<file path="src/rtl/pc_sequencer.sv">
// pc_sequencer: program-counter register with IDLE/RUN/DONE sequencing FSM.
// The PC advances by +1 each run cycle, or by a signed relative offset on a
// taken branch. Start, Halt and Done form the program handshake, and Stall
// freezes the PC and the FSM.
//
// Ports:
//   Clk         rising-edge clock
//   Reset_n     asynchronous active-low reset
//   Start       begin program (accepted in IDLE or DONE when not stalled)
//   StartAddr   PC loaded when Start is accepted
//   Stall       freeze PC and FSM this cycle
//   Halt        current instruction is a halt (RUN only)
//   BranchEn    branch taken this cycle (RUN only)
//   Target      signed two's-complement relative branch offset
//   ProgCtr     current PC / instruction-memory address
//   FetchValid  ProgCtr addresses a live instruction (RUN & !Stall)
//   Done        program halted; high for the whole DONE state
//   BranchCnt   taken-branch count
//
// Optional feature: define PC_BRANCH_COUNT_EN to build the taken-branch
// counter. When it is undefined, BranchCnt is tied to zero.
module pc_sequencer #(
  parameter int unsigned D     = 12,
  parameter int unsigned CNT_W = 8
) (
  input  logic             Clk,
  input  logic             Reset_n,
  input  logic             Start,
  input  logic [D-1:0]     StartAddr,
  input  logic             Stall,
  input  logic             Halt,
  input  logic             BranchEn,
  input  logic [D-1:0]     Target,
  output logic [D-1:0]     ProgCtr,
  output logic             FetchValid,
  output logic             Done,
  output logic [CNT_W-1:0] BranchCnt
);

  typedef enum logic [1:0] {
    S_IDLE = 2'd0,
    S_RUN  = 2'd1,
    S_DONE = 2'd2
  } state_e;

  state_e         state_q, state_d;
  logic [D-1:0]   pc_q, pc_d;
  logic           start_acc;

  // Next-state and next-PC logic. In RUN the priority is Stall > Halt > BranchEn > increment.
  always_comb begin
    state_d   = state_q;
    pc_d      = pc_q;
    start_acc = 1'b0;
    case (state_q)
      S_IDLE, S_DONE: begin
        if (!Stall && Start) begin
          start_acc = 1'b1;
          state_d   = S_RUN;
          pc_d      = StartAddr;
        end
      end
      S_RUN: begin
        if (!Stall) begin
          if (Halt) begin
            state_d = S_DONE;
          end else if (BranchEn) begin
            // The add wraps modulo 2^D, so a two's-complement Target behaves as a signed offset.
            pc_d = pc_q + Target;
          end else begin
            pc_d = pc_q + D'(1);
          end
        end
      end
      default: begin
        state_d = S_IDLE;
      end
    endcase
  end

  // State and PC registers.
  always_ff @(posedge Clk or negedge Reset_n) begin
    if (!Reset_n) begin
      state_q <= S_IDLE;
      pc_q    <= '0;
    end else begin
      state_q <= state_d;
      pc_q    <= pc_d;
    end
  end

  assign ProgCtr    = pc_q;
  assign Done       = (state_q == S_DONE);
  // FetchValid is the only output that depends on a live input (Stall).
  assign FetchValid = (state_q == S_RUN) && !Stall;

`ifdef PC_BRANCH_COUNT_EN
  logic [CNT_W-1:0] bcnt_q, bcnt_d;
  logic             branch_acc;

  // Count only branches that actually redirect the PC.
  always_comb begin
    branch_acc = (state_q == S_RUN) && !Stall && !Halt && BranchEn;
    bcnt_d     = bcnt_q;
    if (start_acc) begin
      bcnt_d = '0;
    end else if (branch_acc) begin
      bcnt_d = bcnt_q + CNT_W'(1);
    end
  end

  // Taken-branch counter register.
  always_ff @(posedge Clk or negedge Reset_n) begin
    if (!Reset_n) begin
      bcnt_q <= '0;
    end else begin
      bcnt_q <= bcnt_d;
    end
  end

  assign BranchCnt = bcnt_q;
`else
  logic unused_start_acc;
  assign unused_start_acc = start_acc;
  assign BranchCnt        = '0;
`endif

endmodule

</file>
<file path="config.mk">
export PLATFORM = sky130hd
export DESIGN_NAME = pc_sequencer
export DESIGN_NICKNAME = d
export VERILOG_FILES = /design/src/rtl/pc_sequencer.sv
export SDC_FILE = /design/constraint.sdc
export NUM_CORES = 1
export LEC_CHECK = 0
export ABC_AREA = 0
export CORE_MARGIN = 2
export CORE_UTILIZATION = 39
export CTS_CLUSTER_DIAMETER = 50
export CTS_CLUSTER_SIZE = 40
export DETAILED_ROUTE_END_ITERATION = 8
export PLACE_DENSITY_LB_ADDON = 0.25
export RECOVER_POWER = 25
export SYNTH_ARGS = -nofsm -noshare
export SYNTH_HDL_FRONTEND = slang
export SYNTH_SLANG_ARGS = --single-unit
</file>
<file path="constraint.sdc">
create_clock -name Clk -period 2.2 [get_ports Clk]
set_clock_uncertainty 0.2 [all_clocks]
set_input_delay 0.22 -clock Clk [delete_from_list [all_inputs] [get_ports Clk]]
set_output_delay 0.22 -clock Clk [all_outputs]
set_load 0.02 [all_outputs]
</file>
==> impl_metrics.csv, run 1 <==
group,metric,value,unit
outcome,outcome,"finished, final reports clean",
synth,seq_area_frac_synth,0.271,
sta,rsz0062_at_grt,"false",
power_and_ir_drop,leakagePower,0.918,nW
placed_design,portBuffers,43,
synth,synth_xor_area_frac,0.0406,
global_routing,gr-usage-all-layers,0.196,
drt,viasPerCell,5.00,
global_routing,antenna_found_initial,0,
critical_path,cp_max_fo,3,
drt,totalWireLength,3600,um
die,start_util,0.417,
power_and_ir_drop,ir_drop,0.530,mV
flow_run,maxCapViolations,0,
power_and_ir_drop,power.total,2.32,mW
sta,fin_crit_sh,0.960,
final_layout,layout.area.seq,353,um^2
clock_network,ctsHoldBuffers,0,
clock_network,clkLatencyLatePin,0.29,ns
synth,synthTopCellsByArea,"dfrtp_1, ha_1, nor2_1",
synth,yosys.area.top_type_share,0.271,
placed_design,post-place-ws,-0.469,ns
power_and_ir_drop,power_density,1120,nW/um^2
final_layout,layout-drive-gt1-share,0.248,
synth,synthMuxAreaShare,0.0164,
die,dieArea,3790,um^2
global_routing,grt_pass1_wl,5550,um
die,num_rows,20,
clock_network,cts_tree,"done",
final_layout,layout_commonest_cell,"clkdlybuf4s50_1",
critical_path,critPathArrivalTime,2.08,ns
clock_network,clk_path_buf_depth,2,
sta,drv_slew,0,
sta,setup_viol,0,
final_layout,nNetsFinal,273,
final_layout,n_fill_cell,285,
global_routing,grt_max_degree,16,
sta,worst_slew_pin_slew,0.698,ns
min_path,hold_class,"input pin to asynchronous set/reset pin",
placed_design,place_area,1940,um^2
critical_path,path_class,"register to register",
global_routing,grt_pass1_vias,1345,
clock_network,cts-root-buf,"clkbuf_4",
critical_path,cp.required,2.17,ns
die,io_pins,52,
final_layout,layout_common_cells,"clkdlybuf4s50_1, buf_4, nor2_1",
sta,layout_setup_ws,0.0873,ns
drt,drt_iter0_drc,41,
global_routing,grtUsageMet2,0.341,
synth,synth-simple-area-share,0.235,
synth,synth_adder_area_share,0.122,
drt,vias,1370,
sta,slew_headroom,0.533,
synth,syn_area,1290,um^2
drt,first_pass_iters,5,
final_layout,area_growth,59.5,%
global_routing,grtUsageMet3,0.0483,
synth,synth-seq-cells,14,
critical_path,end_kind,"register",
synth,synth_top_family_by_area,"simple AND/OR/NAND/NOR gates",
sta,fin_setup_tns,0,ns
placed_design,gp_congestion,0.942,
synth,synth_cell_types,36,
sta,hold_viol,0,
synth,yosys.area.top_type,"dfrtp_1",
sta,whs,0.210,ns
global_routing,grt_util_met1,0.241,
die,die_w,61.6,um
final_layout,antenna_cells,0,
drt,drtAntennaViolNets,0,
drt,drc,0,
final_layout,multi_input_area,972,um^2
synth,avgSynthCellArea,8.04,um^2
die,die_y,61.6,um
synth,yosysWarnings,0,
die,coreArea,3100,um^2
global_routing,grt-busiest-layer,"met2",
clock_network,clock_sinks,14,
sta,fmax,0.473,GHz
sta,min_period,2.11,ns
clock_network,cts_htree_levels,1,
synth,syn_inst,161,
clock_network,path_clk_slew,0.09,ns
drt,wl_per_cell,13.1,um
final_layout,postLayoutCellArea,2060,um^2
critical_path,worstSetupStartpointType,"register",
synth,synth_compound_area_frac,0.233,
clock_network,cts_buffers,3,
global_routing,grt_overflow,0,
placed_design,dp_hpwl,2700,um
-- final timing paths --
check	to	start	slack, ns	depth (start not counted)
hold / removal	ProgCtr[4]	Reset_n	0.21	1
min in group Clk	ProgCtr[0]	Target[0]	0.28	5
hold reg to reg	ProgCtr[4]	ProgCtr[4]	0.39	1
setup / recovery	ProgCtr[6]	ProgCtr[0]	0.09	10
max in group asynchronous	ProgCtr[1]	Reset_n	1.11	1
setup reg to reg	ProgCtr[6]	ProgCtr[0]	0.09	10
-- cell type report --
class,count,share of cell area
multi-input combinational,136,0.471
sequential,14,0.171
clock buffer,4,0.0127
inverter,5,0.00910
tap,44,0.0267
timing repair buffer,71,0.309
-- stage by stage --
step           cells   util
3_3_place_gp     268  0.626
3_5_place_dp     268  0.626
5_1_grt          274  0.665
2_1_floorplan    168      -
4_1_cts          272  0.645
6_report         274  0.665
-- report_power, final --
part / internal (mW) / switching (mW) / total [mW]
registers: 0.374 / 0.107 / 0.481
clock network: 0.0706 / 0.0919 / 0.162
logic: 0.872 / 0.801 / 1.67
-- repair_timing --
action                     in CTS  in global routing
setup buffers                   0                  2
pin swaps                       2                 10
gates resized for setup        11                 18
gates cloned                    0                  0
setup endpoints to repair       8                  7
-- per-layer routing --
metal / vias up / wire length [um]
li1: 686 / -
met1: 638 / 1560
met2: 40 / 1830
met3: 6 / 174
met4: 0 / 36
met5: - / 0
-- sequential cells by signal, summed over array words and instances, names as in the netlist --
| name | count |
|---|---|
| state_q | 2 |
| ProgCtr | 12 |
-- synth_stat cells --
cell,n
fa_1,1
o21bai_1,2
o31ai_1,1
nor2b_1,4
or3b_4,1
a21boi_2,1
a21oi_1,14
xnor2_1,4
clkbuf_1,3
mux2_2,1
nand2b_1,7
a21boi_0,1
nand3_1,3
and2_1,9
nand2_1,11
a22o_1,1
and2b_1,1
nor2_1,19
nor3_1,4
inv_1,5
buf_2,1
conb_1,1
a31oi_1,5
nand4_1,2
xor2_1,2
o21ai_0,10
dfrtp_1,14
a21o_1,2
a21oi_4,1
o221ai_1,1
buf_4,9
mux2i_1,1
ha_1,11
o21a_1,4
a21boi_1,1
a211oi_1,3
-- worst max-delay path, stage by stage, from the launching register on --
cell	delay [ns]
dfrtp_2	0.40
ha_4	0.14
inv_2	0.04
fa_2	0.35
nand2b_4	0.16
a21oi_4	0.19
o21ai_2	0.09
buf_4	0.14
nand2b_1	0.08
xnor2_1	0.12
o21ai_0	0.08
-- logic make-up after synthesis --
| group | after synthesis |
|---|---|
| AO/OA/AOI/OAI | 47 |
| other | 1 |
| buffers and inverters | 18 |
| XOR/XNOR | 6 |
| multiplexers | 2 |
| adder cells (fa/ha/maj) | 12 |
| flip-flops | 14 |
| AND/OR/NAND/NOR | 61 |
Power figures use the tool's default switching activity.
==> inputs of run 2 (changes only) <==
Settings changed: CORE_UTILIZATION 39 to 47.
Clock period 2.2 ns to 2.5 ns, I/O delays scaled along.
==> impl_metrics.csv, run 2 (synthesis results as in run 1) <==
group,metric,value,unit
outcome,outcome,"finished, final reports clean",
final_layout,nNetsFinal,264,
sta,setup_viol,0,
power_and_ir_drop,pwr-share-comb,0.702,
critical_path,path_class,"input pin to register",
clock_network,cts_buffers,3,
placed_design,place_area,1850,um^2
global_routing,gr-usage-all-layers,0.215,
final_layout,antenna_cells,0,
final_layout,layout_commonest_cell,"clkdlybuf4s50_1",
drt,drtAntennaViolNets,0,
flow_run,maxCapViolations,0,
power_and_ir_drop,p_switching,0.793,mW
clock_network,path_clk_slew,0.09,ns
sta,fin_crit_sh,0.949,
sta,worst_slew_pin_slew,0.678,ns
power_and_ir_drop,leakagePower,0.849,nW
die,io_pins,52,
placed_design,dp_hpwl,2680,um
critical_path,critPathArrivalTime,2.36,ns
final_layout,largest_reg_flops,12,
drt,totalWireLength,3290,um
clock_network,postCtsSetupBuffers,0,
critical_path,cp.required,2.49,ns
sta,whs,0.241,ns
critical_path,cp_max_fo,3,
die,die_y,56.5,um
critical_path,end_kind,"register",
clock_network,clk_path_buf_depth,2,
clock_network,cts_htree_levels,1,
die,num_rows,19,
placed_design,portBuffers,43,
sta,hold_viol,0,
global_routing,antenna_found_initial,0,
die,coreArea,2690,um^2
die,die_w,56.5,um
critical_path,cp_slowest_cell,"clkdlybuf4s50_1",
final_layout,layout_common_cells,"clkdlybuf4s50_1, nor2_1, buf_4",
power_and_ir_drop,sw_frac_of_total,0.436,
sta,layout_setup_ws,0.128,ns
power_and_ir_drop,p_int,1.02,mW
drt,vias,1328,
drt,drc,0,
global_routing,grt_max_degree,16,
clock_network,cts_tree,"done",
power_and_ir_drop,p_clk_frac,0.071,
global_routing,grt_overflow,0,
drt,wl_per_cell,13.1,um
placed_design,gp_congestion,0.860,
sta,slew_headroom,0.547,
final_layout,postLayoutCellArea,1890,um^2
power_and_ir_drop,power_density,963,nW/um^2
drt,viasPerCell,5.29,
clock_network,cts.repair.resized,0,
global_routing,grt_pass1_wl,5470,um
power_and_ir_drop,ir_drop,0.756,mV
clock_network,cts-root-buf,"clkbuf_4",
sta,rsz0062_at_grt,"false",
critical_path,path_cells,"clkdlybuf4s50_1 -> nand2b_1 -> ha_1 -> inv_1 -> fa_1 -> nand2b_1 -> a21oi_2 -> o21ai_1 -> a21oi_1 -> mux2i_1 -> a211oi_1",
critical_path,reg2reg_depth,9,
critical_path,crit_top_cell,"nand2b_1",
clock_network,clock_sinks,14,
clock_network,clkLatencyLatePin,0.28,ns
sta,drv_slew,0,
clock_network,ctsHoldBuffers,0,
critical_path,max_stage_delay,0.45,ns
drt,drt_iter0_drc,38,
min_path,hold_class,"input pin to asynchronous set/reset pin",
placed_design,post-place-ws,-0.221,ns
power_and_ir_drop,sequentialPowerShare,0.227,
final_layout,layout-drive-gt1-share,0.132,
power_and_ir_drop,power.total,1.82,mW
critical_path,worstSetupStartpointType,"input pin",
sta,fmax,0.422,GHz
die,dieArea,3190,um^2
global_routing,grt_pass1_vias,1319,
die,start_util,0.482,
final_layout,area_growth,45.8,%
sta,min_period,2.37,ns
drt,first_pass_iters,4,
-- run 2: critical path: cells and delay by family --
| kind | cells | cell delay (ns) |
|---|---|---|
| buffers and inverters | 2 | 0.51 |
| AO/OA/AOI/OAI | 4 | 0.69 |
| adder cells (fa/ha/maj) | 2 | 0.54 |
| multiplexers | 1 | 0.09 |
| AND/OR/NAND/NOR | 2 | 0.28 |
-- run 2: power by group through the flow --
stage	sequential, mW	clock (mW)	combinational (mW)
floorplan	0.520	0	0.634
global placement	0.410	0	1.21
detailed placement	0.415	0	1.25
CTS	0.413	0.135	1.26
global route	0.427	0.142	1.41
finish	0.413	0.130	1.28
-- run 2: worst paths after layout --
path | from | to | slack [ns]
setup / recovery | Target[0] | ProgCtr[8] | 0.13
hold / removal | Reset_n | ProgCtr[1] | 0.24
setup reg to reg | ProgCtr[0] | ProgCtr[8] | 0.25
hold reg to reg | ProgCtr[4] | ProgCtr[4] | 0.36
max in group asynchronous | Reset_n | ProgCtr[2] | 1.43
min in group Clk | StartAddr[0] | ProgCtr[0] | 0.34
-- run 2: metal layers --
| metal | up-vias | global-route usage | routed length [um] |
|---|---|---|---|
| met1 | 620 | 0.257 | 1440 |
| li1 | 666 | - | - |
| met4 | 0 | 0.112 | 31 |
| met5 | - | 0 | 0 |
| met2 | 38 | 0.359 | 1640 |
| met3 | 4 | 0.0438 | 190 |
-- run 2: through the flow --
stage,TNS (ns),cells,util
floorplan,0,168,-
global placement,-0.864,248,0.688
detailed placement,-1.37,248,0.688
CTS,0,251,0.696
global route,0,251,0.702
finish,0,251,0.702
-- run 2: area by class of cell --
| type | count | area (um^2) |
|---|---|---|
| multi-input combinational | 136 | 881 |
| fill | 235 | 800 |
| timing repair buffer | 62 | 576 |
| sequential | 14 | 350 |
| tap | 31 | 38.8 |
| clock buffer | 3 | 22.5 |
| inverter | 5 | 18.8 |
